`src/rtl/td4_fetch_decode.sv`:
```
// TD4 program memory, instruction decode and run/halt/step control; TD4_BREAKPOINT_EN adds a PC breakpoint.
// Latency: decode is combinational from addr_rom; state changes land one cycle after a start/stop/step pulse.
// Backpressure: ld_ready is high only in HALT; loads offered while running are dropped.
module td4_fetch_decode #(
  parameter int CNT_W = 16
) (
  input  logic             clk,
  input  logic             clr,
  input  logic [3:0]       addr_rom,
  input  logic             carry_n,
  input  logic             start,
  input  logic             stop,
  input  logic             step,
  input  logic             ld_valid,
  input  logic [3:0]       ld_addr,
  input  logic [7:0]       ld_data,
`ifdef TD4_BREAKPOINT_EN
  input  logic             bp_enable,
  input  logic [3:0]       bp_addr,
`endif
  output logic             ld_ready,
  output logic             exec,
  output logic [3:0]       load_n,
  output logic [1:0]       select,
  output logic [3:0]       immed,
  output logic [1:0]       state,
  output logic [CNT_W-1:0] instr_count
);

  typedef enum logic [1:0] {
    HALT = 2'b00,
    RUN  = 2'b01,
    STEP = 2'b10
  } state_t;

  typedef struct packed {
    logic [3:0] load_n;
    logic [1:0] sel;
  } dec_t;

  state_t           st;
  logic [7:0]       mem [16];
  logic [CNT_W-1:0] cnt;
  logic [7:0]       word;
  dec_t             dec;
  logic             bp_hit;

`ifdef TD4_BREAKPOINT_EN
  // High for the first RUN cycle after START so a resume can leave the breakpoint address.
  logic first_run;
  assign bp_hit = (st == RUN) && bp_enable && (addr_rom == bp_addr) && !first_run;
`else
  assign bp_hit = 1'b0;
`endif

  assign word        = mem[addr_rom];
  assign ld_ready    = (st == HALT);
  assign exec        = ((st == RUN) && !bp_hit) || (st == STEP);
  assign state       = st;
  assign instr_count = cnt;
  assign select      = dec.sel;
  assign immed       = word[3:0];
  assign load_n      = exec ? dec.load_n : 4'b1111;

  always_comb begin
    dec = '{load_n: 4'b1111, sel: 2'b00};
    case (word[7:4])
      4'b0000: dec = '{load_n: 4'b1110, sel: 2'b00};
      4'b0001: dec = '{load_n: 4'b1110, sel: 2'b01};
      4'b0010: dec = '{load_n: 4'b1110, sel: 2'b10};
      4'b0011: dec = '{load_n: 4'b1110, sel: 2'b11};
      4'b0100: dec = '{load_n: 4'b1101, sel: 2'b00};
      4'b0101: dec = '{load_n: 4'b1101, sel: 2'b01};
      4'b0110: dec = '{load_n: 4'b1101, sel: 2'b10};
      4'b0111: dec = '{load_n: 4'b1101, sel: 2'b11};
      4'b1001: dec = '{load_n: 4'b1011, sel: 2'b01};
      4'b1011: dec = '{load_n: 4'b1011, sel: 2'b11};
      4'b1110: dec = '{load_n: (carry_n ? 4'b0111 : 4'b1111), sel: 2'b11};
      4'b1111: dec = '{load_n: 4'b0111, sel: 2'b11};
      default: dec = '{load_n: 4'b1111, sel: 2'b00};
    endcase
  end

  always_ff @(posedge clk or posedge clr) begin
    if (clr) begin
      st  <= HALT;
      cnt <= '0;
      for (int i = 0; i < 16; i++) mem[i] <= 8'h00;
`ifdef TD4_BREAKPOINT_EN
      first_run <= 1'b0;
`endif
    end else begin
      if (ld_valid && ld_ready) mem[ld_addr] <= ld_data;
      if (exec && (cnt != {CNT_W{1'b1}})) cnt <= cnt + 1'b1;
`ifdef TD4_BREAKPOINT_EN
      first_run <= (st == HALT) && start && !stop;
`endif
      case (st)
        HALT: begin
          if (start) begin
            if (!stop) st <= RUN;
          end else if (step) begin
            st <= STEP;
          end
        end
        RUN:     if (stop || bp_hit) st <= HALT;
        STEP:    st <= HALT;
        default: st <= HALT;
      endcase
    end
  end

endmodule

```
`config.mk`:
```
export PLATFORM = sky130hd
export DESIGN_NAME = td4_fetch_decode
export DESIGN_NICKNAME = d
export VERILOG_FILES = /design/src/rtl/td4_fetch_decode.sv
export SDC_FILE = /design/constraint.sdc
export NUM_CORES = 1
export LEC_CHECK = 0
export ABC_CLOCK_PERIOD_IN_PS = 4400
export BUFFER_PORTS_ARGS = -buffer_cell sky130_fd_sc_hd__buf_2
export CORE_MARGIN = 2
export CORE_UTILIZATION = 30
export DETAILED_ROUTE_END_ITERATION = 7
export PLACE_DENSITY_LB_ADDON = 0.3
export SLEW_MARGIN = 20
export SYNTH_ARGS = -nofsm -noshare
export SYNTH_HDL_FRONTEND = slang
export SYNTH_SLANG_ARGS = --single-unit
```
`constraint.sdc`:
```
create_clock -name clk -period 4.4 [get_ports clk]
set_input_delay 0.88 -clock clk [delete_from_list [all_inputs] [get_ports clk]]
set_output_delay 0.88 -clock clk [all_outputs]
set_load 0.05 [all_outputs]
```
# Word level (Yosys, flattened, before mapping)
# Cells that the tools add are included.
dict set report word_totals {
  latch_bits 0
  in_bits 23
  out_inout_bits 30
  memories 0
  mem_bits_ro 0
  mem_bits_rw 0
  reg_bits 146
}
dict set report classes {
  n_bitwise 2
  div_mod_pow 0
  order_cmp 3
  eq_ne 17
  shifts 0
  multipliers 0
  reduce_logical 7
  n_mux 14
  add_sub_neg 1
}
# operator n
set op_table {}
lappend op_table {{bitwise mux 128 bit} 1}
lappend op_table {{one-hot mux 6 bit (12 select lines)} 1}
lappend op_table {{binary-select mux 8 bit (select 4 bit)} 1}
lappend op_table {{demux 8 bit (select 4 bit)} 1}
lappend op_table {{two-way mux 8 bit} 3}
lappend op_table {{adder 16 x 1 -> 16 bit (second input constant)} 1}
lappend op_table {{== test 4 x 3 -> 1 bit (second input constant)} 4}
lappend op_table {{== test 4 bit (second input constant)} 4}
lappend op_table {{inequality test 16 bit (second input constant)} 1}
lappend op_table {{>= comparator 5 bit (second input constant)} 2}
lappend op_table {{NOT 4 -> 5 bit} 2}
lappend op_table {{== test 4 x 2 -> 1 bit (second input constant)} 2}
lappend op_table {{two-way mux 2 bit} 4}
lappend op_table {{two-way mux 4 bit} 2}
lappend op_table {{inequality test 3 bit (second input constant)} 2}
lappend op_table {{less-than comparator 5 x 1 -> 1 bit (second input constant)} 1}
lappend op_table {{== test 4 x 1 -> 1 bit (second input constant)} 1}
lappend op_table {{zero test 4 bit} 1}
lappend op_table {{one-hot mux 2 bit (2 select lines)} 1}
lappend op_table {{logical AND 1 bit} 3}
lappend op_table {{AND reduction 3 bit} 1}
lappend op_table {{== test 2 x 1 -> 1 bit (second input constant)} 1}
lappend op_table {{== test 2 bit (second input constant)} 1}
lappend op_table {{zero test 2 bit} 1}
lappend op_table {{2 further kinds} 2}

# Longest topological paths before layout
# Gate-level depths: netlist of the first run.
dict set report logic_depth {
  ltp_word 7
  ltp_mapped 7
  depth_no_buf 7
}

# Worst setup path after synthesis of the first run
# No wires, ideal clock.
dict set report synth_path {
  kind {input to output}
  start {in addr_rom[0]}
  end {out select[0]}
  path_slack_ps 610
  t_required_ps 3520
  n_path_buf 2
  arrival_ps 2910
  cell_stages 7
  cell_sequence {buf_6 buf_12 mux4_1 a22oi_1 nand3_1 nand2_1 mux2i_1}
}
dict set report synth_between {
  elab_chain_cells 6
  word_cells_on_any_way 17
  classes_between {eq/ne (11); mux (4); bitwise (1); reduce/logical (1)}
}
# item line_no
set synth_lines {}
lappend synth_lines {{from (decl)} 9} ;# input logic [3:0] addr_rom,
lappend synth_lines {{NOT 4 -> 5 bit (not written as such) *} 56} ;# assign word = mem[addr_rom];
lappend synth_lines {{binary-select mux 8 bit (select 4 bit) *} 56}
lappend synth_lines {{two-way mux 8 bit (not written as such) * (2 in series)} 56}
lappend synth_lines {{== test 4 bit, or another cell as far along} 67} ;# case (word[7:4])
lappend synth_lines {{one-hot mux 6 bit (12 select lines) *} 67}
lappend synth_lines {{to (decl)} 24} ;# output logic [1:0] select,
# Every way passes the cells marked *; elsewhere a longest branch is shown, timed or not. The select of a mux whose other input is x is not followed.

# Worst setup path in the final report of the first run
# Ends and elaborated chain as after synthesis.

==> impl_metrics.toml, run 1 <==
[logic_synthesis]
synth.distinct_cells = 42
synth_edf_count = 0
synth_area_per_cell_um2 = 14.9
yosysTopAreaCell = "dfrtp_1"
syn_inst = 459
ys_warn_count = 0
synth_area_mm2 = 0.00685
async_flop_share_pct = 100
synthFlopType = "dfrtp_1"
ys_ff_latch = 146
seq_area_frac_synth_pct = 53.4
syn_nets = 485
synth_area_leaders = "dfrtp_1, mux2_2, mux4_2"
netlist.area_leader.share_pct = 53.4

[global_routing]
use_met2_pct = 22.2
grt_pass1_wl_um = 25000
grt_pass1_vias = 4397
gr-usage-met3_pct = 3.26
top_usage_layer = "met2"
overflow = 0
met1_usage_pct = 17.1
antenna_found_initial = 0
grt.total_usage_pct = 13.5
grt_start_max_net_pins = 102

[sta]
clock_skew_ps = 10.3
slew_viol_final = 0
rsz0062_at_grt = "no"
slew-limit-headroom_pct = 28.6
fmax_ghz = 0.262
fin_crit_sh_pct = 86.8
fin_crit_ps = 3820
finalSetupTns_ps = 0
hold_viol_final = 0
setup_viol = 0
tightest_slew_ps = 1070

[critical_path]
cp.arrival_ps = 2940
path_class = "in -> out"
cp_max_fo = 16
timing.rr.start = "state[0]$_DFFE_PP0P_"
crit_path_start = "addr_rom[0]"
endpoint_kind = "output port"
crit_path_start_kind = "primary input"
required_ps = 3520

[routing]
avgRoutedWirePerCell_um = 18.9
first_pass_iters = 4
drc_errors = 0
totalWireLength_um = 15200
vias_per_cell = 5.08
drt_iter0_markers = 225
ant_nets = 0
vias = 4104

[pwr]
peakVddDrop_v = 0.000264
total_power_w = 0.00533
leakage_nw = 3.53
p_per_area_mw_per_mm2 = 671

[hold_path]
min-delay-start = "mem[92]$_DFFE_PP0P_"
hold_path_class = "reg -> reg"

[placed_design]
place_congestion = 0.815
dpl.hpwl_um = 10700
io_buffer_count = 52

[layout]
final_cell_mix = "dfrtp_1, mux2_2, buf_2"
syn_to_final_growth_pct = 15.9
diodes = 0
final_common_cell = "dfrtp_1"
nets = 536
fillers = 2117
post-route-util_pct = 35.3
layout-drive-gt1-share_pct = 46.8

[floorplanning]
ios = 53
die_y_um = 155
dieArea_mm2 = 0.0240
dieWidth_um = 155
coreArea_mm2 = 0.0225
num_rows = 55
start_util_pct = 30.4

[clock_tree]
clockBufferDepth = 2
clk_pin_slew_ps = 70
cts_tree = "yes"
htree_num_levels = 4
cts_setup_buffers = 0
postCtsHoldBufs = 0
cts_sinks = 146
cts-root-buf = "clkbuf_16"
cts_buffers = 17
post_cts_resized = 0
clock_latency_ps = 410

[status]
outcome = "finished clean"

[job]
max_cap_viol_count = 0
-- critical path, stage by stage --
cell	delay, ps
buf_2	450
mux4_1	620
a22oi_1	150
nand3_1	190
nand2_1	130
mux2i_1	220
buf_2	290
-- through the flow --
stage / std cells / instance area, um2 / worst slack (ps) / hold slack (ps)
final: 808 / 7940 / 583 / 500
after global routing: 808 / 7940 / 482 / 514
after CTS: 808 / 7940 / 550 / 497
after detailed placement: 776 / 7390 / 556 / 484
after global placement: 776 / 7390 / 581 / 480
after floorplan: 459 / 6850 / 610 / 470
-- synth_stat cells, types with 2 or more instances --
cell      instances
nor2_2            3
nor2_1           13
inv_1             6
or4_1             2
mux2_2          129
mux4_2           23
a31oi_1           2
and4_1            3
clkbuf_1         18
xor2_1            3
a22o_1            2
buf_1             2
o21ai_0           2
xnor2_1           9
dfrtp_1         146
nand4_1           7
nand3_1          15
ha_1              3
nand2b_1          5
nor2b_1           5
a22oi_1           2
mux4_1           12
a41oi_1           2
nand2_1          22
and3_1            5
buf_12            2
-- logic make-up (layout without fill, tap and decap cells) --
kind of cell | Yosys count | count (layout) | share of synthesized area (%)
flops | 146 | 146 | 53.4
buf+inv | 31 | 95 | 2.36
xor+xnor | 12 | 12 | 1.54
simple gates | 85 | 85 | 6.49
mux | 166 | 166 | 33.9
compound gates | 16 | 16 | 1.79
fa+ha+maj | 3 | 3 | 0.548
-- registers in the layout, indices dropped and copies added (netlist names) --
signal,count
instr_count,16
mem,128
state,2
-- layer usage --
layer  part of all wire, %  wire (um)  vias up
met5                     0          0        -
met4                   2.6        392        0
met3                   3.4        512       26
met2                    49       7440       80
met1                    45       6890     2163
li1                      -          -     1835
-- report_power, final --
group          internal [W]  switching, W  leakage, nW
logic              0.000858      0.000837         1.41
clock network      0.000747      0.000575        0.262
registers           0.00197      0.000343         1.86
total               0.00357       0.00176         3.53
-- cell type report --
class / count / area [um2] / area share [%]
multi-input combinational: 282 / 3030 / 38.2
tap: 285 / 357 / 4.49
clock buffer: 20 / 447 / 5.63
sequential: 146 / 3650 / 46.0
timing repair buffer: 57 / 323 / 4.07
clock inverter: 12 / 98.8 / 1.25
inverter: 6 / 26.3 / 0.331
-- path summary, 6_finish.rpt --
kind / end / slack (ps) / depth (start not counted)
setup reg to reg: mem[23]$_DFFE_PP0P_ / 1860 / 5
max in group asynchronous: mem[1]$_DFFE_PP0P_ / 3310 / 3
min in group asynchronous: mem[96]$_DFFE_PP0P_ / 620 / 3
setup / recovery: select[0] / 580 / 7
hold reg to reg: mem[92]$_DFFE_PP0P_ / 500 / 1
hold / removal: mem[92]$_DFFE_PP0P_ / 500 / 1
No activity file was read; power rests on OpenSTA's default activity.
==> run 2, diff against run 1 <==
--- a/config.mk
+++ b/config.mk
@@ -5,6 +5,7 @@
 export SDC_FILE = /design/constraint.sdc
 export NUM_CORES = 1
 export LEC_CHECK = 0
+export ABC_AREA = 1
 export ABC_CLOCK_PERIOD_IN_PS = 4400
 export BUFFER_PORTS_ARGS = -buffer_cell sky130_fd_sc_hd__buf_2
 export CORE_MARGIN = 2
==> run 2 against run 1 <==
Against the previous run:
- largest power group unchanged
- clock power is 20% higher
- highest routed layer unchanged
- count of clock-buffer cells in the layout is 2 lower
- combinational power is 18% lower
- core utilization is 0.31 points lower
- via count is 38% higher
- register-to-register slack better by 380 ps
- critical path type unchanged
==> impl_metrics.toml, run 2 <==
[status]
outcome = "finished clean"

[critical_path]
cp.arrival_ps = 2800
r2r_slack_ps = 2240
crit_slowest_cell = "buf_4"
worstPathCellList = "buf_2 -> buf_4 -> nor2_1 -> nor2_1 -> o21ai_0 -> nand3_1 -> nand3_1 -> nand2_2 -> nand2_2 -> o21ai_1 -> buf_2"
required_ps = 3520
slowest_delay_ps = 560
endpoint_kind = "output port"
reg2reg_depth = 7
path_class = "in -> out"
crit_path_start_kind = "primary input"
cp_max_fo = 69

[pwr]
switching_share_pct = 35.0
peakVddDrop_v = 0.000274
p_comb_share_pct = 26.6
leakage_nw = 3.75
p_per_area_mw_per_mm2 = 667
seqPwrFrac_pct = 43.3
clockPowerShare_pct = 30.0
p_switching_w = 0.00184
power.internal_w = 0.00342

[hold_path]
hold_path_class = "reg -> reg"
hold_path_depth = 2

[logic_synthesis]
synth-simple-area-share_pct = 21.4
synth_area_per_cell_um2 = 8.30
syn_inst = 830
netlist.area_leader.share_pct = 53.0
synth.distinct_cells = 28
synth_xor_area_share_pct = 1.91
synthTopCellsByCount = "nand2_1, o21ai_0, dfrtp_1"
synth_compound_area_share_pct = 15.8
synth_area_leaders = "dfrtp_1, nand2_1, o21ai_0"
ys_ff_latch = 146
seq_area_frac_synth_pct = 53.0
syn_nets = 856
synthFlopType = "dfrtp_1"
async_flop_share_pct = 100
synth_edf_count = 0
synth_top_family_by_area = "simple AND/OR/NAND/NOR gates"
yosysTopAreaCell = "dfrtp_1"
yosysMostFrequentCell = "nand2_1"
synth_area_mm2 = 0.00689
synthAdderAreaFrac_pct = 0.545
ys_warn_count = 0
synthMuxAreaShare_pct = 0

[routing]
vias = 5649
drc_errors = 0
vias_per_cell = 4.90
first_pass_iters = 5
ant_nets = 0
drt_iter0_markers = 373
avgRoutedWirePerCell_um = 15.5
totalWireLength_um = 17900

[sta]
tightest_slew_ps = 883
clock_skew_ps = 8.98
fmax_ghz = 0.272
hold_viol_final = 0
layout_setup_ws_ps = 718
fin_worst_hold_slack_ps = 476
rsz0062_at_grt = "no"
slew_viol_final = 0
setup_viol = 0
fin_crit_ps = 3680
finalSetupTns_ps = 0
slew-limit-headroom_pct = 41.1
fin_crit_sh_pct = 83.7

[clock_tree]
clock_latency_ps = 430
htree_num_levels = 4
cts_buffers = 17
post_cts_resized = 0
clk_pin_slew_ps = 60
cts_tree = "yes"
postCtsHoldBufs = 0
cts_setup_buffers = 0
clockBufferDepth = 2
cts_sinks = 146
cts-root-buf = "clkbuf_16"

[global_routing]
antenna_found_initial = 0
overflow = 0
grt_pass1_vias = 5384
grt_pass1_wl_um = 28900
grt_start_max_net_pins = 147
grt.total_usage_pct = 15.3

[placed_design]
dpl.hpwl_um = 11300
io_buffer_count = 52
place_ws_ps = 725
place_congestion = 0.797

[floorplanning]
start_util_pct = 30.5
ios = 53
dieArea_mm2 = 0.0242
die_y_um = 156
num_rows = 55
coreArea_mm2 = 0.0226
dieWidth_um = 156

[layout]
nets = 883
layout-drive-gt1-share_pct = 11.4
diodes = 0
final_cell_mix = "nand2_1, o21ai_0, dfrtp_1"
final_common_cell = "nand2_1"
syn_to_final_growth_pct = 14.6
regMostFlops = "mem"
largest_reg_flops = 128
post-route-util_pct = 35.0

[job]
max_cap_viol_count = 0
run 2: changes by cell type in the layout (fill, tap and decap cells not counted), sizes merged, moves of 8 or more:
cell / delta
nor2: +52
o221ai: +11
mux2: -129
o211ai: +9
inv: +43
nor3: +8
mux4: -36
nand2: +218
o21ai: +172
nand3: +27
run 2: area by class of cell:
class	instances	area, um2
Inverter	53	208
Tap cell	285	357
Multi-Input combinational cell	583	2730
Fill cell	2373	14700
Sequential cell	146	3650
Clock inverter	13	210
Clock buffer	18	429
Timing Repair Buffer	56	303
run 2: power groups by stage:
stage,clock network [W],registers (W),logic (W)
floorplan,0,0.00231,0.00103
detailed placement,0,0.00229,0.00141
global route,0.00166,0.00235,0.00161
finish,0.00158,0.00228,0.00140
global placement,0,0.00228,0.00138
CTS,0.00161,0.00228,0.00141
run 2: per-stage QoR:
stage | power, W | instances | cell area, um2
6_report | 0.00526 | 1154 | 7890
5_1_grt | 0.00562 | 1154 | 7890
4_1_cts | 0.00530 | 1154 | 7890
3_5_place_dp | 0.00370 | 1123 | 7250
3_3_place_gp | 0.00366 | 1123 | 7250
2_1_floorplan | 0.00334 | 830 | 6890
run 2: layer usage:
layer / global-route usage, % / up-vias / wire (um)
met5: 0 / - / 0
met3: 4.04 / 16 / 983
li1: - / 2785 / -
met2: 23.3 / 145 / 7890
met1: 21.6 / 2703 / 8890
met4: 4.02 / 0 / 172
run 2: worst paths after layout:
check | startpoint | end
worst min-delay path | mem[5]$_DFFE_PP0P_ | mem[5]$_DFFE_PP0P_
min in group asynchronous | clr | state[1]$_DFFE_PP0P_
worst max register to register | state[1]$_DFFE_PP0P_ | mem[26]$_DFFE_PP0P_
worst min register to register | mem[5]$_DFFE_PP0P_ | mem[5]$_DFFE_PP0P_
max in group asynchronous | clr | mem[103]$_DFFE_PP0P_
worst max-delay path | addr_rom[0] | select[0]
run 2: logic make-up after synthesis:
logic type	count (synthesis)
and+or+nand+nor	363
DFF	146
buffers and inverters	101
AOI/OAI and AO/OA	202
adders and majority gates	3
xor gates and xnor gates	15
run 2: worst max-delay path, delay by kind of cell:
kind,cells,cell delay [ps]
AOI/OAI and AO/OA,2,270
buffers and inverters,3,970
and+or+nand+nor,6,670
==> run 3, diff against run 2 <==
--- a/config.mk
+++ b/config.mk
@@ -6,7 +6,7 @@
 export NUM_CORES = 1
 export LEC_CHECK = 0
 export ABC_AREA = 1
-export ABC_CLOCK_PERIOD_IN_PS = 4400
+export ABC_CLOCK_PERIOD_IN_PS = 3700
 export BUFFER_PORTS_ARGS = -buffer_cell sky130_fd_sc_hd__buf_2
 export CORE_MARGIN = 2
 export CORE_UTILIZATION = 30
==> constraint.sdc (replaced) <==
create_clock -name clk -period 3.7 [get_ports clk]
set_input_delay 0.74 -clock clk [delete_from_list [all_inputs] [get_ports clk]]
set_output_delay 0.74 -clock clk [all_outputs]
set_load 0.05 [all_outputs]
==> run 3 against run 2 <==
Against the previous run:
- critical endpoint unchanged
- critical path depth unchanged
- clock power increased by 21%
- count of clock-buffer cells in the layout increased by 4
- non-clock buffer count increased by 3
- worst setup slack got worse by 300 ps
==> impl_metrics.toml, run 3 (synthesis gave the netlist of run 2 again) <==
[floorplanning]
num_rows = 55
coreArea_mm2 = 0.0226
ios = 53
dieWidth_um = 156
die_y_um = 156
dieArea_mm2 = 0.0242
start_util_pct = 30.5

[placed_design]
place_ws_ps = 432
dpl.hpwl_um = 11300
io_buffer_count = 52
place_congestion = 0.795
dpl.cell_count = 1126
place_area_mm2 = 0.00730

[layout]
diodes = 0
nets = 886
syn_to_final_growth_pct = 15.4
largest_reg_flops = 128
final_cell_mix = "nand2_1, o21ai_0, dfrtp_1"
fillers = 2364
final_cells = 1157
regMostFlops = "mem"
final_area_mm2 = 0.00795
layout-drive-gt1-share_pct = 11.6
final_common_cell = "nand2_1"

[clock_tree]
post_cts_resized = 0
clk_pin_slew_ps = 60
clockBufferDepth = 2
cts_buffers = 17
cts_tree = "yes"
htree_num_levels = 4
cts_sinks = 146
postCtsHoldBufs = 0
cts-root-buf = "clkbuf_16"
clock_latency_ps = 420
cts_setup_buffers = 0

[sta]
slew_viol_final = 0
fin_worst_hold_slack_ps = 476
fmax_ghz = 0.305
layout_setup_ws_ps = 418
finalSetupTns_ps = 0
clock_skew_ps = 7.43
slew-limit-headroom_pct = 36.5
fin_crit_ps = 3280
rsz0062_at_grt = "no"
tightest_slew_ps = 951
fin_crit_sh_pct = 88.7
setup_viol = 0
hold_viol_final = 0

[critical_path]
cp_max_fo = 54
cp.arrival_ps = 2540
crit_slowest_cell = "buf_2"
worstPathCellList = "buf_2 -> buf_12 -> nor2_1 -> nor2_1 -> o21ai_0 -> nand3_1 -> nand3_1 -> nand2_1 -> inv_1 -> o21ai_1 -> buf_2"
crit_buf_inv = 4
r2r_slack_ps = 1480
endpoint_kind = "output port"
path_class = "in -> out"
critPathTopFamily = "buffers and inverters"
slowest_delay_ps = 320
crit_path_start_kind = "primary input"
required_ps = 2960

[routing]
first_pass_iters = 7
drt_iter0_markers = 424
avgRoutedWirePerCell_um = 15.1
wl_met3_um = 794
totalWireLength_um = 17400
wl_met1_um = 8660
vias_per_cell = 4.88
dr_wl_met2_um = 7780
vias = 5644
top_layer = "met4"
drc_errors = 0
ant_nets = 0

[pwr]
p_per_area_mw_per_mm2 = 789
peakVddDrop_v = 0.000332
leakage_nw = 3.80

[global_routing]
overflow = 0
antenna_found_initial = 0
grt_pass1_wl_um = 28600
grt.total_usage_pct = 14.9
grt_start_max_net_pins = 55
grt_pass1_vias = 5548

[hold_path]
hold_path_class = "reg -> reg"

[job]
max_cap_viol_count = 0

[status]
outcome = "finished clean"
-- run 3: cell count changes in the layout (fill, tap and decap cells not counted) --
cell        delta
clkinv_4       +1
buf_4          +1
inv_6          -1
clkbuf_1       +1
buf_12         +2
clkbuf_8       +3
clkinv_2       +1
clkinvlp_4     -5
-- run 3: cell type report --
class	count	area (um2)	area share (%)
clock inverter	9	178	2.23
multi-input combinational	583	2730	34.3
sequential	146	3650	46.0
timing repair buffer	59	350	4.41
inverter	53	208	2.61
clock buffer	22	474	5.96
tap	285	357	4.49
-- run 3: final timing paths --
check | start | to | cells past startpoint
max | addr_rom[0] | select[0] | 11
min | mem[17]$_DFFE_PP0P_ | mem[17]$_DFFE_PP0P_ | 2
max reg2reg | state[1]$_DFFE_PP0P_ | mem[100]$_DFFE_PP0P_ | 7
min reg2reg | mem[17]$_DFFE_PP0P_ | mem[17]$_DFFE_PP0P_ | 2
max in group asynchronous | clr | mem[41]$_DFFE_PP0P_ | 3
min in group asynchronous | clr | state[1]$_DFFE_PP0P_ | 2
-- run 3: metrics by stage --
step | power (W) | utilization, %
after floorplan | 0.00397 | -
after global placement | 0.00435 | 32.3
after detailed placement | 0.00439 | 32.3
after CTS | 0.00632 | 35.2
after global routing | 0.00673 | 35.2
final | 0.00627 | 35.2
-- run 3: where the power goes --
part	total (W)	leakage (nW)	internal (W)	switching [W]
logic	0.00167	1.58	0.000574	0.00109
clock network	0.00191	0.320	0.00125	0.000659
registers	0.00270	1.89	0.00231	0.000395
-- run 3: tightest hold or removal path, delay by kind of cell, from the launching register on --
kind / cells / cell delay [ps]
AOI/OAI and AO/OA: 1 / 60
DFF: 1 / 330
and+or+nand+nor: 1 / 50
-- run 3: routing by layer --
layer	GRT usage [%]	up-vias
met2	23.1	145
met5	0	-
met3	3.37	13
met4	3.80	0
met1	21.3	2702
li1	-	2784
